--- src/rtl/traffic_phase_arbiter_if.sv ---
// rtl/traffic_phase_arbiter_if.sv - request and lamp buses of the four-approach phase arbiter
`timescale 1ns/1ps

interface traffic_phase_arbiter_if #(
    parameter int CNT_W = 5
);
    logic [3:0]       req;
    logic [1:0]       north_both;
    logic [1:0]       south_both;
    logic [1:0]       east_both;
    logic [1:0]       west_both;
    logic [1:0]       phase_dir;
    logic [CNT_W-1:0] count;

    modport master (
        output req,
        input  north_both, south_both, east_both, west_both, phase_dir, count
    );

    modport slave (
        input  req,
        output north_both, south_both, east_both, west_both, phase_dir, count
    );
endinterface

--- src/rtl/traffic_phase_arbiter.sv ---
// rtl/traffic_phase_arbiter.sv - round-robin green-phase scheduler for a four-approach intersection
// Lamp buses are registered from the next state, so a light can only change on a clock edge or reset.
`timescale 1ns/1ps

module traffic_phase_arbiter #(
    parameter int GREEN_MIN = 8,
    parameter int GREEN_MAX = 20,
    parameter int YELLOW    = 3,
    parameter int ALL_RED   = 2,
    parameter int CNT_W     = 5
) (
    input  logic                    clk,
    input  logic                    rst,
    traffic_phase_arbiter_if.slave  bus
);
    typedef enum logic [1:0] {S_IDLE, S_GREEN, S_YELLOW, S_ALL_RED} state_t;

    localparam logic [CNT_W-1:0] GMIN_M1 = CNT_W'(GREEN_MIN - 1);
    localparam logic [CNT_W-1:0] GMAX_M1 = CNT_W'(GREEN_MAX - 1);
    localparam logic [CNT_W-1:0] YEL_M1  = CNT_W'(YELLOW - 1);
    localparam logic [CNT_W-1:0] AR_M1   = CNT_W'(ALL_RED - 1);

    state_t           state_q, state_d;
    logic [1:0]       dir_q, dir_d;
    logic [1:0]       ptr_q, ptr_d;
    logic [CNT_W-1:0] count_q, count_d;
    logic [3:0][1:0]  light_q, light_d;
    logic [3:0]       others;

    // First requesting approach at or after p, wrapping modulo 4.
    function automatic logic [1:0] pick(input logic [3:0] r, input logic [1:0] p);
        logic [1:0] w;
        logic [1:0] idx;
        w = p;
        for (int i = 3; i >= 0; i--) begin
            idx = p + 2'(i);
            if (r[idx]) begin
                w = idx;
            end
        end
        return w;
    endfunction

    always_ff @(posedge clk or negedge rst) begin
        if (!rst) begin
            state_q <= S_IDLE;
            dir_q   <= 2'd0;
            ptr_q   <= 2'd0;
            count_q <= '0;
            light_q <= '0;
        end else begin
            state_q <= state_d;
            dir_q   <= dir_d;
            ptr_q   <= ptr_d;
            count_q <= count_d;
            light_q <= light_d;
        end
    end

    always_comb begin
        state_d = state_q;
        dir_d   = dir_q;
        ptr_d   = ptr_q;
        others  = bus.req & ~(4'b0001 << dir_q);
        case (state_q)
            S_IDLE: begin
                if (|bus.req) begin
                    state_d = S_GREEN;
                    dir_d   = pick(bus.req, ptr_q);
                end
            end
            S_GREEN: begin
                if ((|others) && (((count_q >= GMIN_M1) && !bus.req[dir_q]) || (count_q == GMAX_M1))) begin
                    state_d = S_YELLOW;
                end
            end
            S_YELLOW: begin
                if (count_q == YEL_M1) begin
                    state_d = S_ALL_RED;
                end
            end
            S_ALL_RED: begin
                if (count_q == AR_M1) begin
                    // The approach just served drops to lowest priority.
                    ptr_d = dir_q + 2'd1;
                    if (|bus.req) begin
                        state_d = S_GREEN;
                        dir_d   = pick(bus.req, dir_q + 2'd1);
                    end else begin
                        state_d = S_IDLE;
                    end
                end
            end
            default: state_d = S_IDLE;
        endcase
    end

    always_comb begin
        count_d = '0;
        if (state_d == state_q) begin
            case (state_q)
                S_GREEN:              count_d = (count_q == GMAX_M1) ? count_q : count_q + 1'b1;
                S_YELLOW, S_ALL_RED:  count_d = count_q + 1'b1;
                default:              count_d = '0;
            endcase
        end
        light_d = '0;
        case (state_d)
            S_GREEN:  light_d[dir_d] = 2'b10;
            S_YELLOW: light_d[dir_d] = 2'b01;
            default:  light_d = '0;
        endcase
    end

    assign bus.north_both = light_q[0];
    assign bus.south_both = light_q[1];
    assign bus.east_both  = light_q[2];
    assign bus.west_both  = light_q[3];
    assign bus.phase_dir  = dir_q;
    assign bus.count      = count_q;
endmodule

--- src/flat_wrapper.sv ---
// flat-port wrapper written by rule: the top's interface ports become plain ports
module traffic_phase_arbiter_flat 
#(
    parameter int GREEN_MIN = 8,
    parameter int GREEN_MAX = 20,
    parameter int YELLOW    = 3,
    parameter int ALL_RED   = 2,
    parameter int CNT_W     = 5
)
  (clk, rst, bus_req, bus_north_both, bus_south_both, bus_east_both, bus_west_both, bus_phase_dir, bus_count);
  traffic_phase_arbiter_if #(.CNT_W(CNT_W)) bus_i ();
  input  logic clk;
  input  logic rst;
  input wire logic [$bits(bus_i.req)-1:0] bus_req;
  output wire logic [$bits(bus_i.north_both)-1:0] bus_north_both;
  output wire logic [$bits(bus_i.south_both)-1:0] bus_south_both;
  output wire logic [$bits(bus_i.east_both)-1:0] bus_east_both;
  output wire logic [$bits(bus_i.west_both)-1:0] bus_west_both;
  output wire logic [$bits(bus_i.phase_dir)-1:0] bus_phase_dir;
  output wire logic [$bits(bus_i.count)-1:0] bus_count;
  assign bus_i.req = bus_req;
  assign bus_north_both = bus_i.north_both;
  assign bus_south_both = bus_i.south_both;
  assign bus_east_both = bus_i.east_both;
  assign bus_west_both = bus_i.west_both;
  assign bus_phase_dir = bus_i.phase_dir;
  assign bus_count = bus_i.count;
  traffic_phase_arbiter #(.GREEN_MIN(GREEN_MIN), .GREEN_MAX(GREEN_MAX), .YELLOW(YELLOW), .ALL_RED(ALL_RED), .CNT_W(CNT_W)) u_core (.clk(clk), .rst(rst), .bus(bus_i));
endmodule
--- config.mk ---
export PLATFORM = sky130hd
export DESIGN_NAME = traffic_phase_arbiter_flat
export DESIGN_NICKNAME = d
export VERILOG_FILES = /design/src/rtl/traffic_phase_arbiter_if.sv /design/src/rtl/traffic_phase_arbiter.sv /design/src/flat_wrapper.sv
export SDC_FILE = /design/constraint.sdc
export NUM_CORES = 1
export LEC_CHECK = 0
export CORE_UTILIZATION = 55
export DETAILED_ROUTE_END_ITERATION = 12
export MAX_ROUTING_LAYER = met4
export PLACE_DENSITY_LB_ADDON = 0.3
export SLEW_MARGIN = 0
export SYNTH_ARGS = -nofsm -noshare
export SYNTH_HDL_FRONTEND = slang
export SYNTH_SLANG_ARGS = --single-unit
export TNS_END_PERCENT = 5
--- constraint.sdc ---
create_clock -name clk -period 4.95 [get_ports clk]
set_input_delay 0.99 -clock clk [delete_from_list [all_inputs] [get_ports clk]]
set_output_delay 0.99 -clock clk [all_outputs]
set_load 0.005 [all_outputs]
==> summary.md <==
| Metric | Value |
|---|---|
| Outcome | `completed` |
| Wire length on met3 | `126 µm` |
| Crit-path slowest cell | `or4_4` |
| Post-Syn Area | `roughly 1500 µm²` |
| Synthesized area per cell | `9.158 µm²` |
| LEAKAGE | `between 0.7 and 0.8 nW` |
| Dpl cells | `205` |
| Worst-skew pair later-pin latency | `280 ps` |
| First-pass GRT wire length | `5471 µm` |
| Fin. Hold Viols | `0` |
| Syn Inst Count | `163` |
| Row count | `18` |
| RR Endpoint | `u_core.bus.south_both[0]` |
| Count leader, synth | `dfrtp_1` |
| Fin crit share | `0.7101` |
| R2R setup slack | `2010 ps` |
| Area growth from synthesis to layout | `14.17%` |
| Critical path required time | `5150 ps` |
| Arrival @ worst endpoint | `3710 ps` |
| # clock sinks | `19` |
| Hold path start | `u_core.ptr_q[0]` |
| Rel. slew slack | `0.4535` |
| Pwr Density | `roughly 430 nW/µm²` |
| Clock Path Buffers | `2` |
| CTS Buf Count | `3` |
| Startpoint types | `primary input` |
| Final WL | `3227 µm` |
| Min-Delay Endpoint | `u_core.ptr_q[0]` |
| Peak Freq | `284.5 MHz` |
| Slew @ Worst Pin | `817.1 ps` |
| Worst Hold Class | `reg2reg` |
| WP buf/inv | `1` |
| Fin worst setup slack | `1435 ps` |
| Worst R2R Path Depth | `8` |
| Post-synth top cells | `dfrtp_1 (19), ha_1 (13), inv_1 (11)` |
| Die height | `54.10 µm` |
| H-tree depth | `1` |
| Critical-path cell list | `clkdlybuf4s50_1, or4_4, o21ai_1, a21oi_1, nor3_2, a31oi_1, ha_1, nor2b_1, nor3b_1` |
| Vias in the first global route | `1176` |
| Number of max-cap violations | `0` |
| Met2 Routed Length | `~1400 µm` |
| Pin count of the biggest net entering global routing | `20` |
| Gpl congestion | `0.9304` |
| Top cell type's share of synthesized area | `0.3185` |
| CP Class | `in2reg` |
| Synth Net Count | `182` |
| Top post-synthesis cells by area | `dfrtp_1 (32%), ha_1 (11%), nor3b_1 (3.5%)` |
| Grt ovf | `0` |
| Initial antenna violation count | `0` |
| CP top delay family | `simple AND/OR/NAND/NOR gates` |
| Layout cell share with drive strength beyond 1 | `0.06704` |
| Worst-path clk slew | `100 ps` |
| FFs w/ async S/R, synth | `1.000` |
| Min-Delay Path Depth | `2` |
| Fin cells | `209` |
| CTS tree | `yes` |
| # setup viols final | `0` |
| Reg-to-reg startpoint | `u_core.bus.count[0]` |
| Synth Flop Type | `dfrtp_1` |
| Post-synth EDFFs | `0` |
| Final total power | `0.7335 mW` |
| Placed inst area | `1677 µm²` |
| Setup TNS | `0 ps` |
| Max Slew Vio Count | `0` |
| Hold buffers post-CTS | `0` |
| Synth Register Bits | `19` |
| Post-DRT Antenna Nets | `0` |
| Post-route cell area | `1704 µm²` |
| Layout Skew | `~1.1 ps` |
| GRT Total Usage | `0.2668` |
| CP max stage delay | `630 ps` |
| DRC Markers | `0` |
| Die X | `54.10 µm` |
| Worst VDD drop | `296.6 µV` |
| Die footprint | `2926 µm²` |
| Register area share after synthesis | `0.3185` |
| Pre-CTS setup slack | `about 1200 ps` |
| Top sig layer | `met4` |
| Fin crit period | `between 3000 and 4000 ps` |
| Initial DRC count | `35` |
| DR pass1 iterations | `4` |
| Yosys top cell by area | `dfrtp_1` |
| PortBufs | `20` |
| DRT met1 WL | `1595 µm` |
| Post-DP HPWL | `2407 µm` |
| Post-CTS Setup Inserts | `0` |
| Vias | `1280` |
| Library cells used by synthesis | `52` |
| # resized after CTS | `0` |
| I/O Pins | `21` |
| Core box area | `between 2000 and 3000 µm²` |
| Yosys warns | `0` |
| Vias per cell | `6.124` |
| Crit end category | `flop` |
| Final nets | `199` |
| Crit path max fanout | `11` |
| Root Buffer | `clkbuf_4` |
| Diode count | `0` |
| RSZ-0062 raised after global routing | `false` |
| Drt wl/cell | `15.44 µm` |
| Initial Util | `0.5918` |
## through the flow
stage	hold slack, ps	util
after floorplan	513.4	-
after global placement	549.0	0.6647
after detailed placement	558.3	0.6647
after CTS	585.3	0.6756
after global routing	650.3	0.6756
final	584.2	0.6756
## kinds of logic (layout without fill, tap and decap cells)
group	count (synthesis)	count (layout)	synth area share
buffers and inverters	20	36	0.06621
AOI/OAI and AO/OA	42	42	0.1911
muxes	3	3	0.02850
and+or+nand+nor	62	62	0.2632
adders and majority gates	13	13	0.1090
DFF	19	19	0.3185
xor gates and xnor gates	4	4	0.02347
## report_power, final
part	internal (mW)	switching (mW)
Combinational	0.189	0.231
Clock	0.0300	0.0435
Sequential	0.189	0.0516
## worst reg2reg max path, cell delays in order, from the launching register on
cell      delay, ps
dfrtp_1         460
ha_1            300
a2111o_1        490
a311oi_1        430
nor3_2          140
a31oi_1         280
ha_1            310
nor2b_1         210
nor3b_1         240
## state kept, by name, indices dropped and copies added, names as in the netlist
signal                 count
u_core.bus.count           5
u_core.bus.east_both       2
u_core.bus.north_both      2
u_core.bus.phase_dir       2
u_core.bus.south_both      2
u_core.bus.west_both       2
u_core.ptr_q               2
u_core.state_q             2
## how the worst max path moves through the flow
stage	startpoint	end	slack, ps	depth (start not counted)
floorplan	bus_req[0]	u_core.bus.west_both[0]	2020	9
global placement	bus_req[1]	u_core.bus.west_both[0]	1300	9
detailed placement	bus_req[1]	u_core.bus.south_both[0]	1210	9
CTS	bus_req[1]	u_core.bus.south_both[0]	1500	9
global route	bus_req[3]	u_core.bus.south_both[0]	1260	9
finish	bus_req[1]	u_core.bus.south_both[0]	1440	9
## area by class of cell
cell class / instances / area (µm²)
tap: 30 / 37.54
clock inverter: 1 / 5.005
inverter: 12 / 45.04
multi-input combinational: 124 / 918.4
fill: 210 / 818.3
clock buffer: 3 / 22.52
timing repair buffer: 20 / 200.2
sequential: 19 / 475.5
## per-layer routing
| metal | vias to the layer above | track usage |
|---|---|---|
| met5 | - | - |
| met4 | 0 | 0.1325 |
| met1 | 604 | 0.3794 |
| met3 | 7 | 0.01412 |
| met2 | 32 | 0.3848 |
| li1 | 637 | - |
## cell usage in the layout (no fill, tap or decap), types with 2 or more instances in the layout
| cell | synthesis | layout |
|---|---|---|
| o21ai_0 | 7 | 7 |
| a31oi_1 | 2 | 2 |
| nor3_1 | 3 | 3 |
| nor2b_1 | 5 | 5 |
| a21oi_1 | 8 | 8 |
| nor3b_1 | 7 | 7 |
| o21ai_1 | 4 | 4 |
| mux2i_1 | 2 | 2 |
| a21boi_0 | 2 | 2 |
| or4_4 | 2 | 2 |
| nand4_1 | 2 | 2 |
| nand3b_1 | 2 | 2 |
| nor4_1 | 2 | 2 |
| and3_1 | 6 | 6 |
| dfrtp_1 | 19 | 19 |
| nor2_1 | 7 | 7 |
| a21o_1 | 2 | 2 |
| nand2_1 | 8 | 8 |
| clkbuf_4 | 0 | 3 |
| a2111oi_0 | 2 | 2 |
| inv_1 | 11 | 11 |
| a211o_1 | 2 | 2 |
| ha_1 | 13 | 13 |
| clkdlybuf4s50_1 | 0 | 20 |
| xnor2_1 | 3 | 3 |
| nand3_1 | 4 | 4 |
| nand2b_1 | 6 | 6 |
Power figures use the tool's default switching activity.
